[config.mk]
export PLATFORM = sky130hd
export DESIGN_NAME = pacman_sound_seq
export DESIGN_NICKNAME = d
export VERILOG_FILES = /design/src/rtl/pacman_snd_pkg.sv /design/src/rtl/pacman_tone_gen.sv /design/src/rtl/pacman_sound_seq.sv
export SDC_FILE = /design/constraint.sdc
export NUM_CORES = 1
export LEC_CHECK = 0
export BUFFER_PORTS_ARGS = -buffer_cell sky130_fd_sc_hd__buf_2
export CORE_UTILIZATION = 54
export DETAILED_ROUTE_END_ITERATION = 6
export GPL_TIMING_DRIVEN = 0
export PLACE_DENSITY = 0.76
export SLEW_MARGIN = 20
export SYNTH_ARGS = -nofsm -noshare
export SYNTH_HDL_FRONTEND = slang
export SYNTH_SLANG_ARGS = --single-unit
export TNS_END_PERCENT = 30
[constraint.sdc]
create_clock -name clk -period 2.19 [get_ports clk]
set_input_delay 0.438 -clock clk [delete_from_list [all_inputs] [get_ports clk]]
set_output_delay 0.438 -clock clk [all_outputs]
set_load 0.005 [all_outputs]
[src/rtl/pacman_snd_pkg.sv]
// Shared widths, end-of-sound marker and sequencer state encoding for the
// Pac-Man sound sequencer.
package pacman_snd_pkg;

    localparam int ADDR_W = 7;
    localparam int DATA_W = 9;

    localparam logic [DATA_W-1:0] END_CODE = 9'd511;

    typedef enum logic [2:0] {
        IDLE,
        FETCH,
        LOAD,
        PLAY,
        FINISH
    } state_t;

endpackage

[src/rtl/pacman_tone_gen.sv]
// Square-wave tone generator: a CLK_DIV prescaler feeds a half-period counter,
// and the speaker level toggles every `period` unit ticks.
module pacman_tone_gen
    import pacman_snd_pkg::*;
#(
    parameter int CLK_DIV = 64
) (
    input  logic              clk,
    input  logic              rst,
    input  logic              clear,
    input  logic [DATA_W-1:0] period,
    input  logic              mute,
    output logic              spk
);

    localparam int PW = (CLK_DIV > 1) ? $clog2(CLK_DIV) : 1;
    localparam logic [PW-1:0] PRE_LAST = PW'(CLK_DIV - 1);

    logic [PW-1:0]     pre;
    logic [DATA_W-1:0] half;
    logic              lvl;
    logic              tick;
    logic              flip;
    logic              audible;

    assign tick    = (pre == PRE_LAST);
    assign audible = (period != '0);
    assign flip    = tick && audible && (half == period - DATA_W'(1));

    // spk is registered alongside the toggle so its edges line up with lvl;
    // mute only gates the pin, the counters keep running underneath.
    always_ff @(posedge clk) begin
        if (rst || clear) begin
            pre  <= '0;
            half <= '0;
            lvl  <= 1'b0;
            spk  <= 1'b0;
        end else begin
            pre <= tick ? '0 : pre + PW'(1);
            if (tick)
                half <= (flip || !audible) ? '0 : half + DATA_W'(1);
            lvl <= lvl ^ flip;
            spk <= (lvl ^ flip) && !mute && audible;
        end
    end

endmodule

[src/rtl/pacman_sound_seq.sv]
// Sound sequencer: walks an external registered ROM, playing each sample as a
// tone for STEP_CYCLES cycles until the end code or LAST_ADDR is reached.
module pacman_sound_seq
    import pacman_snd_pkg::*;
#(
    parameter int CLK_DIV     = 64,
    parameter int STEP_CYCLES = 100000,
    parameter int LAST_ADDR   = 120
) (
    input  logic              clk,
    input  logic              rst,
    input  logic              start,
    input  logic              mute,
    output logic [ADDR_W-1:0] rom_addr,
    input  logic [DATA_W-1:0] rom_data,
    output logic              spk,
    output logic              busy,
    output logic              done
);

    localparam int SW = $clog2(STEP_CYCLES);
    localparam logic [SW-1:0]     STEP_LAST = SW'(STEP_CYCLES - 1);
    localparam logic [ADDR_W-1:0] ADDR_LAST = ADDR_W'(LAST_ADDR);

    state_t            state;
    logic [DATA_W-1:0] period;
    logic [SW-1:0]     step;
    logic              step_last;
    logic              tone_clear;

    assign step_last = (step == STEP_LAST);

    // Hold the tone generator cleared whenever the next cycle is not PLAY, so
    // spk is already low in the first FETCH/FINISH cycle after a sample.
    assign tone_clear = (state != PLAY) || step_last || start;

    always_ff @(posedge clk) begin
        if (rst) begin
            state    <= IDLE;
            rom_addr <= '0;
            period   <= '0;
            step     <= '0;
            busy     <= 1'b0;
            done     <= 1'b0;
        end else begin
            done <= 1'b0;
            case (state)
                IDLE: begin
                    if (start) begin
                        state    <= FETCH;
                        rom_addr <= '0;
                        busy     <= 1'b1;
                    end
                end
                FETCH: begin
                    if (start)
                        rom_addr <= '0;
                    else
                        state <= LOAD;
                end
                LOAD: begin
                    if (start) begin
                        state    <= FETCH;
                        rom_addr <= '0;
                    end else begin
                        period <= rom_data;
                        step   <= '0;
                        if (rom_data == END_CODE) begin
                            state <= FINISH;
                            busy  <= 1'b0;
                        end else begin
                            state <= PLAY;
                        end
                    end
                end
                PLAY: begin
                    if (start) begin
                        state    <= FETCH;
                        rom_addr <= '0;
                    end else if (step_last) begin
                        if (rom_addr == ADDR_LAST) begin
                            state <= FINISH;
                            busy  <= 1'b0;
                        end else begin
                            state    <= FETCH;
                            rom_addr <= rom_addr + ADDR_W'(1);
                        end
                    end else begin
                        step <= step + SW'(1);
                    end
                end
                FINISH: begin
                    done <= 1'b1;
                    if (start) begin
                        state    <= FETCH;
                        rom_addr <= '0;
                        busy     <= 1'b1;
                    end else begin
                        state <= IDLE;
                    end
                end
                default: begin
                    state <= IDLE;
                    busy  <= 1'b0;
                end
            endcase
        end
    end

    pacman_tone_gen #(
        .CLK_DIV (CLK_DIV)
    ) u_tone (
        .clk    (clk),
        .rst    (rst),
        .clear  (tone_clear),
        .period (period),
        .mute   (mute),
        .spk    (spk)
    );

endmodule

==> results.sh, run 1 <==
export IMPL_synth_largest_area_cell="dfxtp_1"
export IMPL_sort_of_element_at_the_end_of_the_critical_path="register"
export IMPL_grt_pass1_wl_um=10210
export IMPL_ys_types=51
export IMPL_path_buf_inv=1
export IMPL_worst_path_largest_cell_delay_ps=570
export IMPL_gp_congestion=0.8436
export IMPL_drv_cap=0
export IMPL_die_area_um2=5687
export IMPL_synth_warnings=0
export IMPL_port_buffers=22
export IMPL_flops_latches_synth=55
export IMPL_cts_reportedPaths_clkPinSlew_ps=110
export IMPL_reg2reg_setup_slack_ps=-170
export IMPL_synth_async_reset_ratio_pct=0
export IMPL_finalClockSkew_ps=13.84
export IMPL_number_of_cells_traversed_by_the_worst_register_to_register_path=8
export IMPL_worst_skew_pair_late_latency_ps=320
export IMPL_avgViaCountPerCell=5.446
export IMPL_fin_cells=471
export IMPL_ys_top_cells_by_area="dfxtp_1, nand2_1, xor2_1"
export IMPL_starting_density_of_the_core_pct=56.62
export IMPL_failing_checks="negative setup slack"
export IMPL_worst_path_max_fanout=5
export IMPL_num_vias=2565
export IMPL_cts_sinks=55
export IMPL_totalWireLength_um=6245
export IMPL_drt_drc_violations_left=0
export IMPL_first_pass_iters=4
export IMPL_post_route_worst_setup_slack_ps=-174.6
export IMPL_critical_path_top_delay_family="simple AND/OR/NAND/NOR gates"
export IMPL_synth_top_area_share_pct=37.83
export IMPL_tritoncts="built"
export IMPL_achievable_frequency_mhz=422.9
export IMPL_critPathArrivalTime_ps=2590
export IMPL_dp_cells=451
export IMPL_grt_start_max_net_pins=19
export IMPL_max_vdd_ir_drop_mv=0.4109
export IMPL_cts_hold_buf=0
export IMPL_hold_path_depth=2
export IMPL_htreeDepth=2
export IMPL_antennaDiodeCount=0
export IMPL_synth_yosys_seq_area_share_pct=37.83
export IMPL_synth_avg_cell_area_um2=8.107
export IMPL_postRouteAntennaNets=0
export IMPL_period_needed_ps=2365
export IMPL_worst_pin_slew_ps=987.5
export IMPL_whs_ps=264.8
export IMPL_grt_setup_unrepaired="true"
export IMPL_total_power_mw=2.239
export IMPL_routed_wire_length_per_instance_um=13.26
export IMPL_synth_cells=359
export IMPL_grt_overflow=0
export IMPL_reg2reg_from="period[2]"
export IMPL_clock_tree_buffer_depth=2
export IMPL_ys_flop_type="dfxtp_1"
export IMPL_cp_required_ps=2410
export IMPL_hold_path_class="input port to register"
export IMPL_areaGrowthSynthToFinish_pct=21.97
export IMPL_synthMostInstantiatedCell="nand2_1"
export IMPL_clockRootBuffer="clkbuf_8"
export IMPL_drtIter0Drc=114
export IMPL_grt_antenna_before_repair=0
export IMPL_relSlewSlack_pct=33.66
export IMPL_timing_max_transition_violations_final=0
export IMPL_cts_inserted_buffers=5
export IMPL_design_final_nets=419
export IMPL_final_min_period_over_clock_period_pct=108.0
export IMPL_finalSetupTns_ps=-1534
export IMPL_io_pins=23
export IMPL_worstPathCellList="nor4_4 -> a21oi_1 -> or4_4 -> a2111oi_4 -> a211o_1 -> buf_6 -> a2bb2oi_2 -> a21oi_2"
export IMPL_hpwlAfterDp_um=4255
export IMPL_critical_path_slowest_cell="or4_4"
export IMPL_cp_start_kind="register"
export IMPL_run_status="complete, but fails checks"
export IMPL_worst_r2r_endpoint="u_tone.half[7]"
export IMPL_core_area_um2=5140
export IMPL_final_hold_viol_count=0
export IMPL_finalSetupViolCount=18
export IMPL_layout_core_utilization_pct=69.06
export IMPL_final_layout_size_suffix_gt1_share_pct=26.43
export IMPL_number_of_global_route_vias_before_repair=2357
export IMPL_synth_top_cells_by_count="nand2_1, dfxtp_1, nor2_1, a21oi_1, xor2_1"
export IMPL_synthesized_area_um2=2910
export IMPL_hold_path_startpoint="mute"
export IMPL_min_delay_worst_endpoint="u_tone.spk"
export IMPL_critical_path_class="register to register"
export IMPL_floorplan_rows=26
export IMPL_floorplan_die_width_um=75.41
export IMPL_powerDensity_nw_per_um2=630.9
export IMPL_edff_count_synth=0
export IMPL_synthesis_nets=378
export IMPL_chipHeight_um=75.41
export IMPL_power_static_leakage_nw=1.246
export IMPL_global_route_usage_total_pct=23.33
## through the flow
stage	instance area, µm²	setup slack (ps)
after global routing	3550	-235.2
after global placement	3186	-156.8
after CTS	3393	-147.2
final	3550	-174.6
after floorplan	2988	7.094
after detailed placement	3186	-181.4
## kinds of logic (layout without fill, tap and decap cells)
logic type               count (synthesis)  after routing  share of synthesized area [%]
multiplexers                             3              3                          1.075
buffers and inverters                   25             67                          3.654
flip-flops                              55             55                          37.83
AND/OR/NAND/NOR                        177            177                          30.83
XOR/XNOR                                37             37                          11.13
adder cells (fa/ha/maj)                  6              6                          2.579
AO/OA/AOI/OAI                           56             56                          12.90
## metal layers
layer | routed length (µm) | GRT usage, %
met5 | 0 | 0
met4 | 94 | 10.08
met3 | 161 | 4.894
met2 | 3126 | 40.87
met1 | 2863 | 27.62
## worst max path at each step
stage,from,cells after the start,slack (ps),endpoint
2_1_floorplan,period[2],9,7,u_tone.half[7]
3_5_place_dp,period[2],9,-180,u_tone.half[8]
4_1_cts,period[0],10,-150,u_tone.half[8]
6_report,period[2],8,-170,u_tone.half[7]
5_1_grt,period[1],8,-240,u_tone.half[7]
3_3_place_gp,step[12],7,-160,u_tone.pre[4]
## sequential cells by signal (all words and copies together), names as in the netlist
register	flops
done	1
rom_addr	7
u_tone.lvl	1
u_tone.spk	1
state	3
busy	1
period	9
step	17
u_tone.pre	6
u_tone.half	9
## cell type report
class | instances | area, µm²
Clock buffer | 6 | 93.84
Fill cell | 420 | 1590
Multi-Input combinational cell | 279 | 1901
Clock inverter | 2 | 16.27
Buffer | 12 | 61.31
Inverter | 11 | 41.29
Sequential cell | 55 | 1121
Timing Repair Buffer | 36 | 227.7
Tap cell | 70 | 87.58
## what timing repair did
action,4_1_cts,5_1_grt
buffers inserted,8,5
cloned,1,0
pin swaps,12,28
resized for setup,13,25
endpoints found under the setup margin,18,33
## power by group
group	internal, mW	leakage (nW)	switching, mW
clock	0.299	0.0530	0.357
sequential	1.03	0.450	0.0316
combinational	0.241	0.743	0.282
## cell usage in the layout, fill, tap and decap left out, types with 6 or more instances in the layout
cell | synthesis | final
nand2_1 | 58 | 57
or3_1 | 10 | 8
dfxtp_1 | 55 | 45
clkbuf_1 | 8 | 7
nor2_1 | 45 | 43
buf_4 | 0 | 14
xnor2_1 | 16 | 16
and3_1 | 8 | 7
nand3_1 | 14 | 11
a21oi_1 | 28 | 25
dfxtp_2 | 0 | 7
inv_1 | 11 | 9
xor2_1 | 21 | 18
nand4_1 | 6 | 6
buf_2 | 4 | 23
No activity file was read; power rests on OpenSTA's default activity.
==> run 2, diff against run 1 <==
Settings changed: CORE_UTILIZATION 54 to 59, PLACE_DENSITY 0.76 to 0.79.
Clock period 2.19 ns to 2.23 ns, I/O delays scaled along.
==> run 2 against run 1 <==
Against the previous run: the flow still finishes with violations (negative setup slack); fmax grew 1.7%; sequential power is essentially flat; clock skew shrank 1.2 ps; count of clock-buffer cells in the layout shrank 1; sequential cell count is the same; cell area shrank 3.1%; first-iteration DRC count shrank 17%; critical path depth grew 3; routed wire length shrank 8.1%; sequential share of layout area grew 1.0 points; combinational power shrank 7.3%; utilization grew 3.8 points; largest cell class unchanged.
==> results.sh, run 2 (same netlist as run 1, synthesis figures left out) <==
export IMPL_run_status="complete, but fails checks"
export IMPL_failing_checks="negative setup slack"
export IMPL_port_buffers=22
export IMPL_grt_antenna_before_repair=0
export IMPL_tritoncts="built"
export IMPL_starting_density_of_the_core_pct=61.62
export IMPL_first_pass_iters=4
export IMPL_layout_core_utilization_pct=72.85
export IMPL_grt_overflow=0
export IMPL_design_final_nets=418
export IMPL_cts_sinks=55
export IMPL_min_delay_worst_endpoint="u_tone.spk"
export IMPL_final_min_period_over_clock_period_pct=104.3
export IMPL_critical_path_class="register to register"
export IMPL_hold_path_class="input port to register"
export IMPL_areaGrowthSynthToFinish_pct=18.23
export IMPL_clockRootBuffer="clkbuf_8"
export IMPL_grt_pass1_wl_um=10100
export IMPL_drtIter0Drc=95
export IMPL_finalSetupViolCount=10
export IMPL_cts_reportedPaths_clkPinSlew_ps=110
export IMPL_period_needed_ps=2326
export IMPL_whs_ps=284.5
export IMPL_antennaDiodeCount=0
export IMPL_final_hold_viol_count=0
export IMPL_worst_skew_pair_late_latency_ps=320
export IMPL_grt_start_max_net_pins=20
export IMPL_postRouteAntennaNets=0
export IMPL_place_area_um2=3176
export IMPL_timing_max_transition_violations_final=0
export IMPL_largest_register_ffs=17
export IMPL_hpwlAfterDp_um=4121
export IMPL_floorplan_rows=25
export IMPL_worst_path_max_fanout=5
export IMPL_drt_drc_violations_left=0
export IMPL_totalWireLength_um=5740
export IMPL_die_area_um2=5218
export IMPL_largestRegisters="step (17), period (9), u_tone.half (9)"
export IMPL_floorplan_die_width_um=72.24
export IMPL_met1Wirelength_um=2787
export IMPL_post_route_cell_area_um2=3441
export IMPL_num_vias=2517
export IMPL_max_flop_register="step"
export IMPL_cp_required_ps=2490
export IMPL_dp_cells=448
export IMPL_hold_path_startpoint="mute"
export IMPL_most_frequent_standard_cell_in_the_layout_excluding_fill_and_tap_cells="nand2_1"
export IMPL_power_static_leakage_nw=1.238
export IMPL_achievable_frequency_mhz=430.0
export IMPL_clock_tree_buffer_depth=2
export IMPL_routed_wire_length_per_instance_um=12.29
export IMPL_number_of_global_route_vias_before_repair=2346
export IMPL_drv_cap=0
export IMPL_hold_path_depth=2
export IMPL_sort_of_element_at_the_end_of_the_critical_path="register"
export IMPL_worst_pin_slew_ps=968.0
export IMPL_top_signal_layer_used="met4"
export IMPL_grt_setup_unrepaired="true"
export IMPL_number_of_cells_traversed_by_the_worst_register_to_register_path=11
export IMPL_core_area_um2=4723
export IMPL_cts_inserted_buffers=5
export IMPL_met2_wirelength_um=2705
export IMPL_io_pins=23
export IMPL_max_vdd_ir_drop_mv=0.3922
export IMPL_relSlewSlack_pct=34.97
export IMPL_htreeDepth=2
export IMPL_leading_cell_types_in_the_layout_fill_and_taps_excluded="nand2_1, dfxtp_1, nor2_1, a21oi_1, buf_2"
export IMPL_gp_congestion=0.8384
export IMPL_dr_wl_met3_um=157
export IMPL_avgViaCountPerCell=5.390
export IMPL_critPathArrivalTime_ps=2590
export IMPL_final_layout_size_suffix_gt1_share_pct=22.00
export IMPL_chipHeight_um=72.24
export IMPL_powerDensity_nw_per_um2=612.5
export IMPL_post_route_worst_setup_slack_ps=-95.64
export IMPL_global_route_usage_total_pct=24.13
export IMPL_reg2reg_from="period[0]"
export IMPL_finalClockSkew_ps=12.68
export IMPL_cp_start_kind="register"
export IMPL_n_fill_cell=374
export IMPL_worst_r2r_endpoint="u_tone.half[8]"
export IMPL_reg2reg_setup_slack_ps=-100
export IMPL_fin_cells=467
run 2: where the power goes:
group          internal, mW  switching [mW]
clock                 0.230           0.354
sequential             1.01          0.0309
combinational         0.227           0.258
run 2: what timing repair did:
item	4_1_cts	5_1_grt
resized for setup	15	14
endpoints found under the hold margin	0	0
pin swaps	14	12
gates cloned	1	0
setup endpoints to repair	16	32
setup buffers	7	4
hold buffers	0	0
run 2: final cells by class:
cell class	instances	area, µm²	area share [%]
Tap cell	67	83.83	2.436
Clock inverter	3	25.02	0.7273
Multi-Input combinational cell	279	1834	53.31
Inverter	11	41.29	1.200
Sequential cell	55	1121	32.58
Clock buffer	5	68.82	2.000
Timing Repair Buffer	34	200.2	5.818
Buffer	13	66.31	1.927
run 2: metrics by stage:
stage | TNS [ps] | total power, mW | setup slack [ps]
finish | -332.1 | 2.108 | -95.64
global route | -2465 | 2.214 | -202.8
floorplan | 0 | 1.407 | 2.684
detailed placement | -1821 | 1.495 | -192.3
global placement | -1190 | 1.487 | -130.4
CTS | -493.3 | 2.104 | -67.27
run 2: critical path: stages (launching register included):
cell and delay, ps:
dfxtp_4 380, inv_2 70, ha_4 150, xor2_2 150
nor3_2 60, a41oi_2 250, buf_4 170, a2111oi_4 60
a211o_1 320, buf_6 150, or4_1 390, a21oi_1 130
run 2: worst max path at each step:
stage | cells past startpoint | from | to | slack, ps
after floorplan | 10 | period[0] | u_tone.half[8] | 3
after global placement | 9 | period[2] | u_tone.half[7] | -130
after detailed placement | 9 | period[2] | u_tone.half[7] | -190
after CTS | 10 | period[0] | u_tone.half[7] | -70
after global routing | 11 | period[0] | u_tone.half[8] | -200
final | 11 | period[0] | u_tone.half[8] | -100
run 2: metal layers:
metal  track usage (%)  vias to the layer above
met1             31.33                     1168
met2             40.71                       28
met4             8.061                        0
li1                  -                     1313
met3             4.028                        8
met5                 0                        -
==> run 3, diff against run 2 <==
Settings changed: GPL_TIMING_DRIVEN 0 to 1.
==> run 3 against run 2 <==
Against the previous run: the run still ends with negative setup slack left; utilization grew 3.1 points; combinational power rose by 8.2%; sequential cell count unchanged; register-to-register slack about the same; via count rose by 3.3%; cell area rose by 4.3%; largest cell class unchanged; largest power group unchanged.
==> results.sh, run 3 (same netlist as run 1, synthesis figures left out) <==
export IMPL_run_status="complete, but fails checks"
export IMPL_failing_checks="negative setup slack"
export IMPL_drt_drc_violations_left=0
export IMPL_cts_inserted_buffers=5
export IMPL_most_frequent_standard_cell_in_the_layout_excluding_fill_and_tap_cells="nand2_1"
export IMPL_finalSetupViolCount=5
export IMPL_finalClockSkew_ps=10.95
export IMPL_hold_path_class="input port to register"
export IMPL_cts_hold_buf=0
export IMPL_reg2reg_setup_slack_ps=-90
export IMPL_whs_ps=303.6
export IMPL_cts_reportedPaths_clkPinSlew_ps=100
export IMPL_worst_skew_pair_late_latency_ps=310
export IMPL_final_min_period_over_clock_period_pct=104.2
export IMPL_largestRegisters="step (17), period (9), u_tone.half (9)"
export IMPL_final_layout_size_suffix_gt1_share_pct=25.43
export IMPL_floorplan_die_width_um=72.24
export IMPL_clock_tree_buffer_depth=2
export IMPL_grt_setup_unrepaired="true"
export IMPL_max_flop_register="step"
export IMPL_cp_required_ps=2440
export IMPL_totalWireLength_um=6408
export IMPL_clockRootBuffer="clkbuf_8"
export IMPL_routed_wire_length_per_instance_um=13.46
export IMPL_achievable_frequency_mhz=430.2
export IMPL_max_vdd_ir_drop_mv=0.5751
export IMPL_core_area_um2=4723
export IMPL_grt_pass1_wl_um=10760
export IMPL_avgViaCountPerCell=5.464
export IMPL_design_final_nets=427
export IMPL_grt_start_max_net_pins=21
export IMPL_dp_cells=466
export IMPL_cts_sinks=55
export IMPL_starting_density_of_the_core_pct=61.62
export IMPL_period_needed_ps=2325
export IMPL_num_vias=2601
export IMPL_post_route_worst_setup_slack_ps=-94.66
export IMPL_grt_antenna_before_repair=0
export IMPL_floorplan_rows=25
export IMPL_gp_congestion=0.7877
export IMPL_grt_overflow=0
export IMPL_htreeDepth=2
export IMPL_tritoncts="built"
export IMPL_global_route_usage_total_pct=25.91
export IMPL_cp_start_kind="register"
export IMPL_largest_register_ffs=17
export IMPL_sort_of_element_at_the_end_of_the_critical_path="register"
export IMPL_timing_max_transition_violations_final=0
export IMPL_drtIter0Drc=123
export IMPL_leading_cell_types_in_the_layout_fill_and_taps_excluded="nand2_1, dfxtp_1, nor2_1, buf_4, a21oi_1"
export IMPL_finalSetupTns_ps=-228.0
export IMPL_power_static_leakage_nw=1.337
export IMPL_chipHeight_um=72.24
export IMPL_drv_cap=0
export IMPL_number_of_global_route_vias_before_repair=2462
export IMPL_worst_pin_slew_ps=380.0
export IMPL_final_hold_viol_count=0
export IMPL_hpwlAfterDp_um=4411
export IMPL_areaGrowthSynthToFinish_pct=23.26
export IMPL_critPathArrivalTime_ps=2540
export IMPL_first_pass_iters=4
export IMPL_relSlewSlack_pct=74.66
export IMPL_fin_cells=476
export IMPL_worst_path_max_fanout=5
export IMPL_postRouteAntennaNets=0
export IMPL_critical_path_class="register to register"
export IMPL_die_area_um2=5218
export IMPL_antennaDiodeCount=0
export IMPL_port_buffers=22
export IMPL_io_pins=23
export IMPL_preCtsSetupSlack_ps=-114.6
export IMPL_layout_core_utilization_pct=75.95
export IMPL_powerDensity_nw_per_um2=641.4
==> run 3: changes by cell type in the layout (fill, tap and decap cells not counted), sizes merged <==
cell | previous run | this run
inv | 13 | 11
bufinv | 0 | 1
clkbuf | 13 | 6
buf | 39 | 56
==> run 3: worst paths after layout <==
kind,startpoint,end,depth (start not counted)
setup / recovery,period[0],u_tone.half[8],10
hold / removal,mute,u_tone.spk,2
setup reg to reg,period[0],u_tone.half[8],10
hold reg to reg,busy,busy,2
==> run 3: what timing repair did <==
item	4_1_cts	5_1_grt
pin swaps	10	13
gates resized for setup	8	15
buffers inserted	1	1
endpoints found under the setup margin	10	26
==> run 3: area by class of cell <==
| type | count | area [µm²] |
|---|---|---|
| tap | 67 | 83.83 |
| multi-input combinational | 279 | 1843 |
| inverter | 11 | 43.79 |
| timing repair buffer | 56 | 372.9 |
| fill | 351 | 1136 |
| clock inverter | 2 | 37.54 |
| clock buffer | 6 | 93.84 |
| sequential | 55 | 1112 |
==> run 3: critical path, stage by stage, from the launching register on <==
cell and delay (ps):
dfxtp_4 390, inv_4 40, ha_4 250, xor2_1 130, nand2_1 70, or4_4 570
a211oi_4 200, a211o_1 200, buf_6 130, a2bb2oi_2 170, a21oi_2 70
==> run 3: power breakdown <==
part	leakage, nW	internal (mW)	switching (mW)
Clock	0.0626	0.403	0.329
Combinational	0.827	0.256	0.269
Sequential	0.447	1.01	0.0337
Total	1.34	1.67	0.632
==> run 3: per-layer routing <==
| layer | track usage (%) | vias up | routed length, µm |
|---|---|---|---|
| met3 | 4.722 | 9 | 154 |
| li1 | - | 1322 | - |
| met4 | 7.843 | 0 | 87 |
| met1 | 30.51 | 1233 | 2790 |
| met2 | 47.56 | 37 | 3375 |
| met5 | 0 | - | 0 |
==> run 3: metrics by stage <==
step	instance area, µm²	power [mW]
after detailed placement	3351	1.545
after global placement	3351	1.531
after global routing	3587	2.411
after CTS	3515	2.290
final	3587	2.301
after floorplan	2982	1.407
